### src/rtl/pipe_stage_skid_pkg.sv
// Shared types and constants for the pipeline stage register with skid buffer.
// Control bundle field offsets follow the EX/MEM control layout.
package pipe_pkg;

  typedef enum logic [1:0] {
    EMPTY = 2'd0,
    ONE   = 2'd1,
    TWO   = 2'd2
  } state_e;

  localparam int DEF_CTRL_W    = 13;
  localparam int DEF_DATA_W    = 32;
  localparam int DEF_NUM_WORDS = 6;
  localparam int DEF_REG_W     = 5;
  localparam int DEF_CNT_W     = 16;

  // LSB offset of each control field; field widths are listed alongside.
  localparam int CTRL_BRANCH   = 0;   // 2 bits
  localparam int CTRL_JUMP     = 2;   // 2 bits
  localparam int CTRL_MEMTOREG = 4;   // 2 bits
  localparam int CTRL_REGWRITE = 6;   // 1 bit
  localparam int CTRL_MEMWRITE = 7;   // 2 bits
  localparam int CTRL_MEMREAD  = 9;   // 2 bits
  localparam int CTRL_ZERO     = 11;  // 1 bit
  localparam int CTRL_JR       = 12;  // 1 bit

  function automatic int entry_width(input int ctrl_w, input int reg_w, input int pay_w);
    return ctrl_w + reg_w + pay_w;
  endfunction

endpackage

### src/rtl/pipe_stage_skid_if.sv
// Upstream and downstream valid/ready handshake bundle of one pipeline stage.
interface pipe_stage_skid_if #(
  parameter int CTRL_W    = pipe_pkg::DEF_CTRL_W,
  parameter int DATA_W    = pipe_pkg::DEF_DATA_W,
  parameter int NUM_WORDS = pipe_pkg::DEF_NUM_WORDS,
  parameter int REG_W     = pipe_pkg::DEF_REG_W
) ();

  logic                        in_valid;
  logic                        in_ready;
  logic [CTRL_W-1:0]           in_ctrl;
  logic [NUM_WORDS*DATA_W-1:0] in_data;
  logic [REG_W-1:0]            in_rd;

  logic                        out_valid;
  logic                        out_ready;
  logic [CTRL_W-1:0]           out_ctrl;
  logic [NUM_WORDS*DATA_W-1:0] out_data;
  logic [REG_W-1:0]            out_rd;

  // Environment side: drives the producer signals and the consumer's ready.
  modport master (
    output in_valid, in_ctrl, in_data, in_rd, out_ready,
    input  in_ready, out_valid, out_ctrl, out_data, out_rd
  );

  modport slave (
    input  in_valid, in_ctrl, in_data, in_rd, out_ready,
    output in_ready, out_valid, out_ctrl, out_data, out_rd
  );

endinterface

### src/rtl/pipe_stage_skid_sat_counter.sv
// Saturating up-counter with synchronous clear; clear wins over increment.
module sat_counter #(
  parameter int CNT_W = 16
) (
  input  logic             clk,
  input  logic             rst,
  input  logic             inc_i,
  input  logic             clr_i,
  output logic [CNT_W-1:0] cnt_o
);

  localparam logic [CNT_W-1:0] CNT_MAX = {CNT_W{1'b1}};
  localparam logic [CNT_W-1:0] CNT_ONE = {{(CNT_W-1){1'b0}}, 1'b1};

  logic [CNT_W-1:0] cnt_q;
  logic [CNT_W-1:0] cnt_d;

  // Next count: clear, saturating increment, or hold.
  always_comb begin
    cnt_d = cnt_q;
    if (clr_i) begin
      cnt_d = {CNT_W{1'b0}};
    end else if (inc_i && (cnt_q != CNT_MAX)) begin
      cnt_d = cnt_q + CNT_ONE;
    end else begin
      cnt_d = cnt_q;
    end
  end

  // Count register.
  always_ff @(posedge clk) begin
    if (rst) begin
      cnt_q <= {CNT_W{1'b0}};
    end else begin
      cnt_q <= cnt_d;
    end
  end

  assign cnt_o = cnt_q;

endmodule

### src/rtl/pipe_stage_skid.sv
// Pipeline stage register with 2-entry skid buffer, flush and stall counter.
// in_ready comes only from registered state, breaking the ready path upstream.
module pipe_stage_skid
  import pipe_pkg::*;
#(
  parameter int CTRL_W    = DEF_CTRL_W,
  parameter int DATA_W    = DEF_DATA_W,
  parameter int NUM_WORDS = DEF_NUM_WORDS,
  parameter int REG_W     = DEF_REG_W,
  parameter int CNT_W     = DEF_CNT_W
) (
  input  logic             clk,
  input  logic             rst,
  pipe_stage_skid_if.slave bus,
  input  logic             flush,
  input  logic             clr_stats,
  output logic [CNT_W-1:0] stall_cnt
);

  localparam int PAY_W   = NUM_WORDS * DATA_W;
  localparam int ENTRY_W = entry_width(CTRL_W, REG_W, PAY_W);

  state_e               state_q;
  state_e               state_d;
  logic [ENTRY_W-1:0]   main_q;
  logic [ENTRY_W-1:0]   main_d;
  logic [ENTRY_W-1:0]   skid_q;
  logic [ENTRY_W-1:0]   skid_d;
  logic [ENTRY_W-1:0]   in_entry_s;
  logic                 in_fire_s;
  logic                 out_fire_s;
  logic                 out_valid_s;
  logic                 in_ready_s;

  assign in_entry_s  = {bus.in_ctrl, bus.in_rd, bus.in_data};
  assign out_valid_s = (state_q != EMPTY);
  assign in_ready_s  = (state_q != TWO);
  assign in_fire_s   = bus.in_valid & in_ready_s;
  assign out_fire_s  = out_valid_s & bus.out_ready;

  // Next-state and entry load decisions; flush overrides every load.
  always_comb begin
    state_d = state_q;
    main_d  = main_q;
    skid_d  = skid_q;
    case (state_q)
      EMPTY: begin
        if (in_fire_s) begin
          main_d  = in_entry_s;
          state_d = ONE;
        end else begin
          state_d = EMPTY;
        end
      end
      ONE: begin
        if (in_fire_s && out_fire_s) begin
          main_d  = in_entry_s;
          state_d = ONE;
        end else if (in_fire_s) begin
          skid_d  = in_entry_s;
          state_d = TWO;
        end else if (out_fire_s) begin
          state_d = EMPTY;
        end else begin
          state_d = ONE;
        end
      end
      TWO: begin
        if (out_fire_s) begin
          main_d  = skid_q;
          state_d = ONE;
        end else begin
          state_d = TWO;
        end
      end
      default: begin
        state_d = EMPTY;
      end
    endcase
    if (flush) begin
      state_d = EMPTY;
      main_d  = main_q;
      skid_d  = skid_q;
    end else begin
      state_d = state_d;
    end
  end

  // State and entry registers; payload of empty entries is left stale.
  always_ff @(posedge clk) begin
    if (rst) begin
      state_q <= EMPTY;
      main_q  <= {ENTRY_W{1'b0}};
      skid_q  <= {ENTRY_W{1'b0}};
    end else begin
      state_q <= state_d;
      main_q  <= main_d;
      skid_q  <= skid_d;
    end
  end

  // Bubbles present zero control and rd so a squashed slot never writes state.
  assign bus.in_ready  = in_ready_s;
  assign bus.out_valid = out_valid_s;
  assign bus.out_data  = main_q[PAY_W-1:0];
  assign bus.out_rd    = out_valid_s ? main_q[PAY_W +: REG_W] : {REG_W{1'b0}};
  assign bus.out_ctrl  = out_valid_s ? main_q[PAY_W+REG_W +: CTRL_W] : {CTRL_W{1'b0}};

  sat_counter #(
    .CNT_W (CNT_W)
  ) u_stall_cnt (
    .clk   (clk),
    .rst   (rst),
    .inc_i (out_valid_s & ~bus.out_ready),
    .clr_i (clr_stats),
    .cnt_o (stall_cnt)
  );

endmodule

### src/flat_wrapper.sv
// flat-port wrapper written by rule: the top's interface ports become plain ports
module pipe_stage_skid_flat import pipe_pkg::*;
#(
  parameter int CTRL_W    = DEF_CTRL_W,
  parameter int DATA_W    = DEF_DATA_W,
  parameter int NUM_WORDS = DEF_NUM_WORDS,
  parameter int REG_W     = DEF_REG_W,
  parameter int CNT_W     = DEF_CNT_W
)
  (clk, rst, flush, clr_stats, stall_cnt, bus_in_valid, bus_in_ctrl, bus_in_data, bus_in_rd, bus_out_ready, bus_in_ready, bus_out_valid, bus_out_ctrl, bus_out_data, bus_out_rd);
  pipe_stage_skid_if #(.CTRL_W(CTRL_W), .DATA_W(DATA_W), .NUM_WORDS(NUM_WORDS), .REG_W(REG_W)) bus_i ();
  input  logic clk;
  input  logic rst;
  input  logic flush;
  input  logic clr_stats;
  output logic [CNT_W-1:0] stall_cnt;
  input wire logic [$bits(bus_i.in_valid)-1:0] bus_in_valid;
  input wire logic [$bits(bus_i.in_ctrl)-1:0] bus_in_ctrl;
  input wire logic [$bits(bus_i.in_data)-1:0] bus_in_data;
  input wire logic [$bits(bus_i.in_rd)-1:0] bus_in_rd;
  input wire logic [$bits(bus_i.out_ready)-1:0] bus_out_ready;
  output wire logic [$bits(bus_i.in_ready)-1:0] bus_in_ready;
  output wire logic [$bits(bus_i.out_valid)-1:0] bus_out_valid;
  output wire logic [$bits(bus_i.out_ctrl)-1:0] bus_out_ctrl;
  output wire logic [$bits(bus_i.out_data)-1:0] bus_out_data;
  output wire logic [$bits(bus_i.out_rd)-1:0] bus_out_rd;
  assign bus_i.in_valid = bus_in_valid;
  assign bus_i.in_ctrl = bus_in_ctrl;
  assign bus_i.in_data = bus_in_data;
  assign bus_i.in_rd = bus_in_rd;
  assign bus_i.out_ready = bus_out_ready;
  assign bus_in_ready = bus_i.in_ready;
  assign bus_out_valid = bus_i.out_valid;
  assign bus_out_ctrl = bus_i.out_ctrl;
  assign bus_out_data = bus_i.out_data;
  assign bus_out_rd = bus_i.out_rd;
  pipe_stage_skid #(.CTRL_W(CTRL_W), .DATA_W(DATA_W), .NUM_WORDS(NUM_WORDS), .REG_W(REG_W), .CNT_W(CNT_W)) u_core (.clk(clk), .rst(rst), .bus(bus_i), .flush(flush), .clr_stats(clr_stats), .stall_cnt(stall_cnt));
endmodule
### config.mk
export PLATFORM = sky130hd
export DESIGN_NAME = pipe_stage_skid_flat
export DESIGN_NICKNAME = d
export VERILOG_FILES = /design/src/rtl/pipe_stage_skid_pkg.sv /design/src/rtl/pipe_stage_skid_if.sv /design/src/rtl/pipe_stage_skid_sat_counter.sv /design/src/rtl/pipe_stage_skid.sv /design/src/flat_wrapper.sv
export SDC_FILE = /design/constraint.sdc
export NUM_CORES = 1
export LEC_CHECK = 0
export BUFFER_PORTS_ARGS = -buffer_cell sky130_fd_sc_hd__clkbuf_2
export CELL_PAD_IN_SITES_DETAIL_PLACEMENT = 0
export CELL_PAD_IN_SITES_GLOBAL_PLACEMENT = 2
export CORE_AREA = 2 2 262 264
export CTS_CLUSTER_SIZE = 14
export DETAILED_ROUTE_END_ITERATION = 10
export DIE_AREA = 0 0 264 266
export PLACE_DENSITY_LB_ADDON = 0.1
export SYNTH_ARGS = -nofsm -noshare
export SYNTH_HDL_FRONTEND = slang
export SYNTH_SLANG_ARGS = --single-unit
### constraint.sdc
create_clock -name clk -period 1.63 [get_ports clk]
set_input_delay 0.163 -clock clk [delete_from_list [all_inputs] [get_ports clk]]
set_output_delay 0.163 -clock clk [all_outputs]
set_load 0.05 [all_outputs]
After elaboration in Yosys (flattened, before gate mapping):

Index checks and enable logic that the tools add are counted.

* add/sub/neg operators: 1
* equal/unequal tests: 7
* muxes and demuxes: 12
* bitwise logic cells: 6
* reductions and logical operators: 9

Operators with widths (number)
* 2-to-1 mux 210 bit: 3
* case mux 210 bit (3 select lines): 1
* adder 16 x 1 -> 16 bit, second input constant: 1
* inequality test 16 bit, second input constant: 1
* 2-to-1 mux 13 bit: 1
* 2-to-1 mux 2 bit: 3
* inequality test 2 x 1 -> 1 bit, second input constant: 3
* case mux 2 bit (3 select lines): 1
* 2-to-1 mux 5 bit: 1
* AND reduction 5 bit: 1
* AND reduction 4 bit: 1
* OR reduction 2 bit: 2
* bitwise AND 1 bit: 3
* inverter 1 bit: 3
* nonzero test 3 bit: 1
* == test 2 x 1 -> 1 bit, second input constant: 1
* == test 2 bit, second input constant: 1
* logical AND 1 bit: 2
* logical NOT 2 bit: 1
* 2-to-1 mux 1 bit: 2
* inequality test 2 bit, second input constant: 1
* nonzero test 2 bit: 1

* bits in registers: 438

Longest topological paths before layout:

* word-level depth: 6
* mapped depth: 7

Modules after synthesis:

A second synthesis with hierarchy kept.

* cell total of the unflattened synthesis: 2458
* area total of the unflattened synthesis: 22688.0 um2

By module, submodules not included
* pipe_stage_skid: times used 1, cells each 2356, area an instance 21770.9 um2, seq. area each 8448.1 um2
* sat_counter: times used 1, cells each 102, area an instance 917.1 um2, seq. area each 320.3 um2

Least setup slack after synthesis:

Ideal clock, no wire load.

* path kind: register to register
* start point: reg u_core.u_stall_cnt.cnt_q[5] (netlist: u_core.u_stall_cnt.cnt_o[5])
* end point: reg u_core.u_stall_cnt.cnt_q[13] (netlist: u_core.u_stall_cnt.cnt_o[13])
* data arrival time: 1980 ps
* required time: 1560 ps
* slack: -420 ps
* stages on the path, launching flop included: 5
* cell sequence: dfxtp_1 -> nand3_2 -> or4_4 -> or4_1 -> a21oi_1

* cells in the longest elaborated chain, start to end: 2
* elaborated cells between the ends (all ways): 3
* classes of those cells: add/sub (1); eq/ne (1); reduce/logical (1)

Ends and longest elaborated chain
* start: declaration: line pipe_stage_skid_sat_counter.sv:15 `logic [CNT_W-1:0] cnt_q;`
* start signal: assignment: line pipe_stage_skid_sat_counter.sv:33 `cnt_q <= {CNT_W{1'b0}};`
* start signal: assignment: line pipe_stage_skid_sat_counter.sv:35 `cnt_q <= cnt_d;`
* parallel branches: the longest is 2 deep, another holds adder 16 x 1 -> 16 bit

Several ways; the timed one is not identified.
A chain may end at the register's enable or synchronous reset.

Worst setup path in the final report:

* start point: reg u_core.state_q[1]
* end point: reg u_core.main_q[121]

* cells in the longest elaborated chain, start to end: 5
* elaborated cells between the ends (all ways): 14
* classes of those cells: eq/ne (6); mux (1); bitwise (2); reduce/logical (5)

Ends and longest elaborated chain
* start: declaration: line pipe_stage_skid.sv:23 `state_e state_q;`
* start signal: assignment: line pipe_stage_skid.sv:96 `state_q <= state_d;`
* inequality test 2 bit or nonzero test 2 bit (tied branches): line pipe_stage_skid.sv:37, pipe_stage_skid.sv:36
* bitwise AND 1 bit, on equally long branches: line pipe_stage_skid.sv:38, pipe_stage_skid.sv:39
* logical AND 1 bit: line pipe_stage_skid.sv:56 `if (in_fire_s && out_fire_s) begin`
* inequality test 2 x 1 -> 1 bit (no line)
* AND reduction 5 bit (no line)
* end signal: assignment: line pipe_stage_skid.sv:93 `main_q <= {ENTRY_W{1'b0}};`
* end signal: assignment: line pipe_stage_skid.sv:97 `main_q <= main_d;`
* end: declaration: line pipe_stage_skid.sv:25 `logic [ENTRY_W-1:0] main_q;`

Parallel ways exist; a longest one is shown, timed or not.

==> run summary <==
The cell count after synthesis came out at approximately 2.2k. The mean number of vias per cell came out at 4.91. For this run, design rule violations remaining after detail routing come to 0. The power after layout is 29.2 mW. The count of maximum capacitance violations came out at 0. The layout cell share with drive strength beyond 1 came out at 0.376. The average wire per standard cell is 20.4 µm.

The flow ran to the end, but the final reports show violations. The CTS H-tree depth came out at 2. For this run, the leading register cell type out of synthesis is dfxtp_1. Clock tree synthesis inserted a total of 54 buffers. The final reports fail on negative setup slack. The worst ir drop on vdd came out at about 0.9 mV. In this run, synthesis inferred 0 flip-flops with an integrated enable. The starting density of the core is 0.287.

In this run the tightest slew margin relative to its limit is 0.562. Port buffering added 443 buffers. The netlist uses 44 different library cells. Of the total synthesized cell area, the portion taken by full adders, half adders and majority gates is 0.000644. The number of storage elements in the synthesis netlist came out at 438. The initial detailed-routing violation count came out at 976. The number of nets in the synthesized netlist is around 2.4k. The share of cell area taken by muxes after synthesis is 0.110.

The count of synthesis-stage warnings from yosys came out at 0. The die outline area is 70200 µm². In the final layout, flip-flops and latches occupy about 8800 µm². The critical-path maximum fanout is 7. The clock edge transition at the registers on the reported setup and hold paths is 60 ps. The number of pins with negative max-slew slack in the final report is 0. The share of the synthesized area in the top cell type is 0.451. The cell area after synthesis is 19400 µm². The worst setup path is launched from a flip-flop. After detailed routing, the total wire length is around 75000 µm.

The area inside the core boundary came out at between 60000 and 70000 µm². The HPWL after detailed placement came out at approximately 42000 µm. The multi-input gate area in the final layout came out at 9910 µm².

TritonCTS built the clock tree. The worst clock skew is 14.3 ps. The maximum buffer depth of the clock tree came out at 3. Static timing analysis puts the maximum clock frequency at 0.567 GHz. The number of global-route vias before repair is 16.8k. At the end of the flow, the number of nets in the layout was 2945. The ratio of total power to cell area is 979 nW/µm².

The first-pass GRT wire length is 101000 µm. Before CTS, the worst setup slack after placement is -223 ps. Counting flops with an async set or reset pin after synthesis yields a share of 0. A synthesized cell averages 8.78 µm². The tightest min-delay check is of the in2reg type. Setup repair after global routing could not meet its margin everywhere. The total global-route track usage came out at 0.181.

The first detailed-routing pass ran for 5 iterations. The critical path required time is 2120 ps. The share of the clock period used by the worst path came out at 1.08. The largest total area in the synthesized netlist belongs to dfxtp_1.

Clock latency on the worst-skew pair, taken at its later pin, is 590 ps. The final worst-path setup slack came out at -133 ps. The number of antenna violations at the first check in global routing is 10. Yosys attributes the largest share of cell area to dfxtp_1 (45%), a21oi_1 (11%), mux2i_1 (11%).

The detail route stage leaves a number of antenna-violating nets equal to 0. The total number of placement rows came out at 96. The combinational family with the most area after synthesis is compound AO/OA/AOI/OAI gates. The area growth from synthesis to layout is 53.4%. The arrival time of the worst setup path is 2250 ps. The area fraction in compound gates after synthesis came out at 0.214. The fraction of the yosys area taken by sequential cells came out at 0.451. The simple-gate share of the synthesized area came out at 0.102. The final critical delay including setup and external delays came out at 1760 ps. The total count of hold-check failures in the final report is 0. The number of filler cells placed in the layout is 6663. For this design the static power due to leakage is ~12 nW. Clock tree synthesis found a total of 438 sinks. The setup slack of the most critical reg-to-reg path came out at -130 ps.

Of the total synthesized cell area, the portion taken by XOR and XNOR cells is 0.000901. The remaining global-route overflow is 0. Routability-driven placement finished with a final weighted congestion of 0.766. Summing over every cut layer, the via total after detailed routing is between 15k and 20k. The critical path in this run is classified as reg2reg. The final number of setup-violating endpoints is 380. The die width is 264 µm.

The cell sitting at the root of the clock tree is a clkbuf_16. The floorplan step set the die height to 266 µm. At the pin with the least slew margin, the transition time is around 660 ps.

The pin count of the biggest net entering global routing came out at 93. STA classifies the critical path endpoint as a flip-flop. The boundary pin count came out at 444.
==> worst paths after layout <==
kind,cells past startpoint,end,from
min,4,u_core.state_q[1],bus_in_valid
min reg2reg,2,u_core.skid_q[142],u_core.skid_q[142]
max,7,u_core.main_q[121],u_core.state_q[1]
max reg2reg,7,u_core.main_q[121],u_core.state_q[1]
==> worst max-delay path, cell delays in order, from the launching register on <==
cell and delay, ps:
dfxtp_4 410, mux2i_4 280, o2bb2ai_4 100, clkbuf_16 210, buf_12 160, buf_12 130, buf_8 120, a311oi_2 250
==> per-stage QoR <==
| step | setup TNS, ps | hold WS, ps | cells | cell area [µm²] | utilization |
|---|---|---|---|---|---|
| after global placement | -25390 | 401 | 3241 | 21900 | 0.324 |
| after global routing | -48290 | 87.7 | 3659 | 29800 | 0.440 |
| final | -22530 | 88.0 | 3660 | 29800 | 0.440 |
| after detailed placement | -32120 | 409 | 3241 | 21900 | 0.324 |
| after CTS | -28080 | 11.4 | 3579 | 26800 | 0.396 |
| after floorplan | -1200 | 240 | 2215 | 19500 | - |
==> power breakdown <==
part           total, mW  internal (mW)  switching (mW)
Clock               11.7           6.98            4.76
Sequential          11.5           11.2           0.360
Combinational       5.93           2.36            3.57
Total               29.2           20.5            8.69
==> Yosys cell counts, types with 2 or more instances <==
| cell | instances |
|---|---|
| nand2b_1 | 3 |
| nand3_1 | 4 |
| buf_2 | 63 |
| nor2_1 | 6 |
| a21oi_1 | 432 |
| buf_4 | 192 |
| a311oi_1 | 210 |
| nand2_1 | 429 |
| o21ai_0 | 7 |
| nor3_1 | 2 |
| o31ai_1 | 3 |
| nand3_2 | 2 |
| dfxtp_1 | 438 |
| clkbuf_1 | 139 |
| buf_1 | 11 |
| nor2b_1 | 19 |
| or4_1 | 3 |
| nand4_1 | 2 |
| or3_1 | 10 |
| inv_1 | 3 |
| xor2_1 | 2 |
| mux2i_1 | 213 |
==> sequential cells by signal, indices dropped and copies added, names as in the netlist <==
name	flops
u_core.u_stall_cnt.cnt_o	16
u_core.main_q	210
u_core.skid_q	210
u_core.state_q	2
==> per-layer routing <==
layer  global-route usage  vias up  wire length, µm
met4               0.0539        8             1710
met3               0.0368      107             3350
met1                0.240     8684            33500
li1                     -     8790                -
met5                    0        -               42
met2                0.297      376            36100
==> kinds of logic after synthesis <==
| group | after synthesis |
|---|---|
| adder cells (fa/ha/maj) | 1 |
| XOR/XNOR | 2 |
| AO/OA/AOI/OAI | 662 |
| multiplexers | 213 |
| AND/OR/NAND/NOR | 488 |
| buffers and inverters | 411 |
| flip-flops | 438 |
==> layout by cell type, fill, tap and decap left out, types with 25 or more instances in the layout <==
master	netlist	routed
a311oi_1	210	115
clkbuf_16	0	100
a311oi_2	0	95
nand2_1	429	429
clkbuf_2	0	422
mux2i_1	213	175
buf_16	0	25
a21oi_2	0	102
buf_12	0	50
buf_4	192	52
a21oi_1	432	307
mux2i_2	0	34
dfxtp_1	438	420
dlygate4sd3_1	0	215
buf_8	0	32
==> layout make-up <==
| type | instances | area share |
|---|---|---|
| well taps | 882 | 0.0370 |
| inverters | 4 | 0.000755 |
| clock buffers | 89 | 0.0551 |
| multi-input cells | 1367 | 0.332 |
| repair buffers | 863 | 0.276 |
| flip-flops and latches | 438 | 0.296 |
| diodes | 7 | 0.000587 |
| clock inverters | 10 | 0.00264 |
==> what timing repair did <==
action | 4_1_cts | 5_1_grt
endpoints found under the setup margin | 304 | 413
hold buffers | 215 | 0
gates resized for setup | 113 | 361
pin swaps | 32 | 237
setup buffers | 10 | 21
gates cloned | 14 | 59
endpoints found under the hold margin | 420 | 0
Note: power is estimated with default switching activity, not from simulation.
